===== config.mk =====
export PLATFORM = sky130hd
export DESIGN_NAME = noc_flit_router_in
export DESIGN_NICKNAME = d
export VERILOG_FILES = /design/src/rtl/noc_flit_router_in.sv
export SDC_FILE = /design/constraint.sdc
export NUM_CORES = 1
export LEC_CHECK = 0
export CORE_UTILIZATION = 62
export CTS_CLUSTER_SIZE = 40
export DETAILED_ROUTE_END_ITERATION = 7
export PLACE_DENSITY = 0.95
export SYNTH_ARGS = -nofsm -noshare
export SYNTH_HDL_FRONTEND = slang
export SYNTH_SLANG_ARGS = --single-unit

===== constraint.sdc =====
create_clock -name clk -period 5.51 [get_ports clk]
set_input_delay 0.8265 -clock clk [delete_from_list [all_inputs] [get_ports clk]]
set_output_delay 0.8265 -clock clk [all_outputs]
set_load 0.02 [all_outputs]

===== src/rtl/noc_flit_router_in.sv =====
// noc_flit_router_in
// Router-side input port terminating the NI flit link. Incoming byte flits are
// parsed into packets (header, up to MAX_DATA data flits, tail). The 2-bit
// destination is taken from the header. Accepted flits are buffered in a FIFO
// and presented, head first, to one of four router output ports. Packets whose
// header is malformed are dropped up to the next tail flit and flagged.
//
// Ports
//   clk           clock, rising edge
//   rst           asynchronous active-high reset
//   flit_in       flit from the NI
//   flit_in_valid flit_in holds a flit
//   noc_ready     port can accept a flit (at least two free FIFO entries)
//   out_flit      flit at the FIFO head (0 when empty)
//   out_valid     one-hot valid toward the head entry's destination port
//   out_ready     per-port ready from the output ports
//   out_last      head entry is the tail flit of its packet
//   err_hdr       one-cycle pulse: bad header, packet dropped
//   err_tail      one-cycle pulse: no tail after MAX_DATA data flits
//   pkt_cnt       number of packets fully enqueued, wraps at 255

module noc_flit_router_in #(
    parameter int         DEPTH      = 8,
    parameter logic [5:0] HEADER_TAG = 6'b101111,
    parameter logic [7:0] TAIL_FLIT  = 8'hFF,
    parameter int         MAX_DATA   = 4
) (
    input  logic       clk,
    input  logic       rst,
    input  logic [7:0] flit_in,
    input  logic       flit_in_valid,
    output logic       noc_ready,
    output logic [7:0] out_flit,
    output logic [3:0] out_valid,
    input  logic [3:0] out_ready,
    output logic       out_last,
    output logic       err_hdr,
    output logic       err_tail,
    output logic [7:0] pkt_cnt
);

    localparam int PTR_W  = $clog2(DEPTH);
    localparam int CNT_W  = PTR_W + 1;
    localparam int DCNT_W = $clog2(MAX_DATA + 1);

    typedef enum logic [1:0] {
        ST_HEAD,
        ST_DATA,
        ST_DROP
    } state_t;

    state_t              state, state_next;
    logic [DCNT_W-1:0]   dcnt, dcnt_next;
    logic [1:0]          dest, dest_next;

    // Entry layout: {dest[1:0], last, flit[7:0]}
    logic [10:0]         mem [DEPTH];
    logic [PTR_W-1:0]    wr_ptr, rd_ptr;
    logic [CNT_W-1:0]    count;
    logic [10:0]         head;

    logic                accept, push_req, push, pop, full, empty;
    logic                push_last, pkt_done, err_hdr_next, err_tail_next;
    logic [1:0]          push_dest;

    assign full   = (count == CNT_W'(DEPTH));
    assign empty  = (count == '0);

    // Two free entries are required because the NI registers its flit one
    // cycle after sampling ready, so one more flit may already be in flight.
    assign noc_ready = ((CNT_W'(DEPTH) - count) >= CNT_W'(2));
    assign accept    = flit_in_valid & noc_ready;

    // Packet parser: decides what (if anything) each accepted flit pushes.
    always_comb begin
        state_next    = state;
        dcnt_next     = dcnt;
        dest_next     = dest;
        push_req      = 1'b0;
        push_last     = 1'b0;
        push_dest     = dest;
        pkt_done      = 1'b0;
        err_hdr_next  = 1'b0;
        err_tail_next = 1'b0;
        if (accept) begin
            case (state)
                ST_HEAD: begin
                    if (flit_in[7:2] == HEADER_TAG) begin
                        push_req   = 1'b1;
                        push_dest  = flit_in[1:0];
                        dest_next  = flit_in[1:0];
                        dcnt_next  = '0;
                        state_next = ST_DATA;
                    end else begin
                        err_hdr_next = 1'b1;
                        state_next   = ST_DROP;
                    end
                end
                ST_DATA: begin
                    push_req = 1'b1;
                    if (dcnt == DCNT_W'(MAX_DATA)) begin
                        // Data budget exhausted: this flit closes the packet
                        // whatever its value.
                        push_last     = 1'b1;
                        pkt_done      = 1'b1;
                        err_tail_next = (flit_in != TAIL_FLIT);
                        state_next    = ST_HEAD;
                    end else if ((dcnt != '0) && (flit_in == TAIL_FLIT)) begin
                        push_last  = 1'b1;
                        pkt_done   = 1'b1;
                        state_next = ST_HEAD;
                    end else begin
                        // First flit after the header is always data, even 0xFF.
                        dcnt_next = dcnt + DCNT_W'(1);
                    end
                end
                ST_DROP: begin
                    if (flit_in == TAIL_FLIT) begin
                        state_next = ST_HEAD;
                    end
                end
                default: begin
                    state_next = ST_HEAD;
                end
            endcase
        end
    end

    always_ff @(posedge clk or posedge rst) begin
        if (rst) begin
            state    <= ST_HEAD;
            dcnt     <= '0;
            dest     <= 2'd0;
            err_hdr  <= 1'b0;
            err_tail <= 1'b0;
            pkt_cnt  <= 8'd0;
        end else begin
            state    <= state_next;
            dcnt     <= dcnt_next;
            dest     <= dest_next;
            err_hdr  <= err_hdr_next;
            err_tail <= err_tail_next;
            if (pkt_done && push) begin
                pkt_cnt <= pkt_cnt + 8'd1;
            end
        end
    end

    assign head = mem[rd_ptr];
    assign push = push_req & ~full;
    // Only the ready of the head entry's own port matters.
    assign pop  = ~empty & out_ready[head[10:9]];

    always_ff @(posedge clk) begin
        if (push) begin
            mem[wr_ptr] <= {push_dest, push_last, flit_in};
        end
    end

    always_ff @(posedge clk or posedge rst) begin
        if (rst) begin
            wr_ptr <= '0;
            rd_ptr <= '0;
            count  <= '0;
        end else begin
            if (push) begin
                wr_ptr <= wr_ptr + PTR_W'(1);
            end
            if (pop) begin
                rd_ptr <= rd_ptr + PTR_W'(1);
            end
            case ({push, pop})
                2'b10:   count <= count + CNT_W'(1);
                2'b01:   count <= count - CNT_W'(1);
                default: count <= count;
            endcase
        end
    end

    assign out_valid = empty ? 4'b0000 : (4'b0001 << head[10:9]);
    assign out_flit  = empty ? 8'h00 : head[7:0];
    assign out_last  = empty ? 1'b0 : head[8];

endmodule


==> results by group <==
Floorplanning
  • Die ar.: 8460 sq um
  • IO Pins: 39
  • Die Ht: 91.98 um
  • Die Wd: 91.98 um
  • Initial Util: 64.63%
  • Placeable Area: 7767 sq um
  • Rows: 32

Synthesis
  • Syn avg cell area: 16.35 sq um
  • Synth cell types: 47
  • Post-synth EDFFs: 88
  • Post-Syn Area: 5020 sq um
  • Synth warnings: 0
  • Gate Count Post-Synth: 307
  • Most common flop cell mapped by yosys: edfxtp_1
  • Share of flip-flops with an asynchronous set or reset: 23.48%
  • Net Count, Synth: 333
  • FF+latch count, synth: 115
  • Seq/Total Area, Yosys: 66.10%

Placed design
  • RD Place Congestion: 0.8234
  • Placed cells: 442
  • HPWL Detailed: 6347 um
  • PortBufs: 38

Run
  • Max-cap viol count: 0

STA
  • Worst Max-Slew Pin Slew: 1.149 ns
  • Final setup fails: 0
  • TNS Setup: 0 ns
  • Fin crit share: 74.10%
  • Fin. Hold Viols: 0
  • Max-slew violation count: 0
  • Layout Skew: 0.009669 ns
  • Rel. slew slack: 22.55%
  • Fmax: 0.2449 GHz
  • RSZ-0062 raised after global routing: no
  • Final min period: 4.083 ns

Cells and area
  • Layout cell share with drive strength beyond 1: 20.16%
  • Layout Area Growth over Synthesis: 21.54%
  • Diodes inserted: 0
  • Final Non-Filler Cells: 474
  • Commonest non-fill, non-tap cells in the layout: edfxtp_1 (88), clkdlybuf4s50_1 (38), dfrtp_1 (27), mux4_2 (22), nor2_1 (20)
  • Commonest non-fill, non-tap cell in the layout: edfxtp_1
  • Nets: 385
  • End-of-flow core utilization: 78.54%

GRT
  • Largest net degree at the start of global routing: 28
  • GRT Total Usage: 30.00%
  • GR Overflow Total: 0
  • Vias in the first global route: 3249
  • Initial antenna violation count: 0
  • First-pass GRT wire length: 17900 um

Critical path
  • Crit path largest cell delay: 0.93 ns
  • Crit-path max FO: 15
  • Worst EP required: 4.68 ns
  • Critical Path AT: 3.26 ns
  • Setup crit end kind: primary output
  • Critical path type: flip-flop to primary output
  • CP startpoint kind: flip-flop
  • R2R setup slack: 1.68 ns
  • CP max-delay cell: dfrtp_1
  • Worst path cell trace: buf_4 > mux4_2 > mux2i_1 > nor2_1 > clkdlybuf4s50_1

Status
  • Status: finished clean

Route
  • Post-DR vias/cell: 6.331
  • Met3 Wirelength: 873 um
  • WL met1: 4245 um
  • Drt pass-1 iters: 4
  • Number of vias in the routed layout: 3001
  • Routed met2 length: 5771 um
  • Top layer in use: met4
  • Detail Route Antenna Nets: 0
  • Wirelength per Cell: 23.84 um
  • Drt initial violations: 240
  • WL final: 11300 um
  • Drt drc: 0

Power and ir drop
  • PwrDens: 497.5 nW/um^2
  • Peak supply drop: 0.2521 mV
  • Leakage: 2.297 nW

Clock network
  • Post-CTS Hold Fix Bufs: 0
  • Clk sink count: 115
  • H-tree levels: 4
  • Worst-path clk slew: 0.06 ns
  • Postcts setup bufs: 0
  • Root Buffer: clkbuf_8
  • Worst skew pair latency: 0.52 ns
  • Max clock buf depth: 2
  • CTS tree: built
  • Post-CTS Resized: 0
  • CTS Buf Count: 17

Min path
  • HP Class: flip-flop to flip-flop
-- through the flow --
step | total power [mW] | instance area, sq um | hold WS (ns) | setup WS, ns
3_3_place_gp | 1.917 | 5522 | 0.4587 | 1.810
5_1_grt | 3.153 | 6101 | 0.5294 | 1.257
3_5_place_dp | 1.963 | 5522 | 0.4630 | 1.490
4_1_cts | 3.045 | 6101 | 0.5073 | 1.375
6_report | 3.035 | 6101 | 0.5091 | 1.427
2_1_floorplan | 1.677 | 5020 | 0.5059 | 2.408
-- routing by layer --
layer / track usage (%) / up-vias
met1: 38.06 / 1519
met5: 0 / -
met4: 16.54 / 0
met2: 47.26 / 166
met3: 8.209 / 34
li1: - / 1282
-- final cells by class --
cell class,instances,area [sq um]
fillers,410,1667
inverters,13,48.80
clock buffers,18,417.9
well taps,102,127.6
repair buffers,46,440.4
multi-input cells,166,1587
flip-flops and latches,115,3318
clock inverters,14,161.4
-- power by group --
group	internal, mW	switching (mW)
Sequential	0.962	0.128
Clock	0.684	0.382
Combinational	0.464	0.416
Total	2.11	0.926
-- final timing paths --
check,from,endpoint,cells past startpoint
worst max-delay path,rd_ptr[0],out_flit[6],5
worst min-delay path,pkt_cnt[2],pkt_cnt[2],1
worst max register to register,rd_ptr[0],count[3],12
worst min register to register,pkt_cnt[2],pkt_cnt[2],1
max in group asynchronous,rst,wr_ptr[0],2
min in group asynchronous,rst,count[0],2
-- cells in the mapped netlist (4+ instances only) --
cell type  number  share of area, %
mux2i_1        14               2.8
inv_1          12              0.90
mux4_2         22               9.9
nor2_1         20               1.5
o21ai_0         4              0.40
nor3_1          8              0.80
ha_1           10               2.5
nor3b_1         4              0.60
edfxtp_1       88                53
nand2_1        16               1.2
clkbuf_1        6              0.45
xor2_1          9               1.6
nand3_1         5              0.50
dfrtp_1        27                13
xnor2_1         7               1.2
-- kinds of logic (layout without fill, tap and decap cells) --
| logic type | count (synthesis) | in the layout | share of synthesized area, % |
|---|---|---|---|
| adder cells (fa/ha/maj) | 11 | 11 | 2.891 |
| multiplexers | 42 | 42 | 14.08 |
| XOR/XNOR | 16 | 16 | 2.792 |
| AO/OA/AOI/OAI | 18 | 18 | 2.567 |
| AND/OR/NAND/NOR | 79 | 79 | 9.123 |
| flip-flops | 115 | 115 | 66.10 |
| buffers and inverters | 26 | 91 | 2.443 |
-- critical path, delay by kind of cell, from the launching register on --
kind / cells / cell delay [ns]
mux: 2 / 0.75
flops: 1 / 0.93
simple gates: 1 / 0.08
buf+inv: 2 / 0.97
-- sequential cells by signal, summed over array words and instances, names as in the netlist --
name	count
mem	88
pkt_cnt	8
count	4
dcnt	3
rd_ptr	3
wr_ptr	3
dest	2
state	2
err_hdr	1
err_tail	1
No activity file was read; power rests on OpenSTA's default activity.
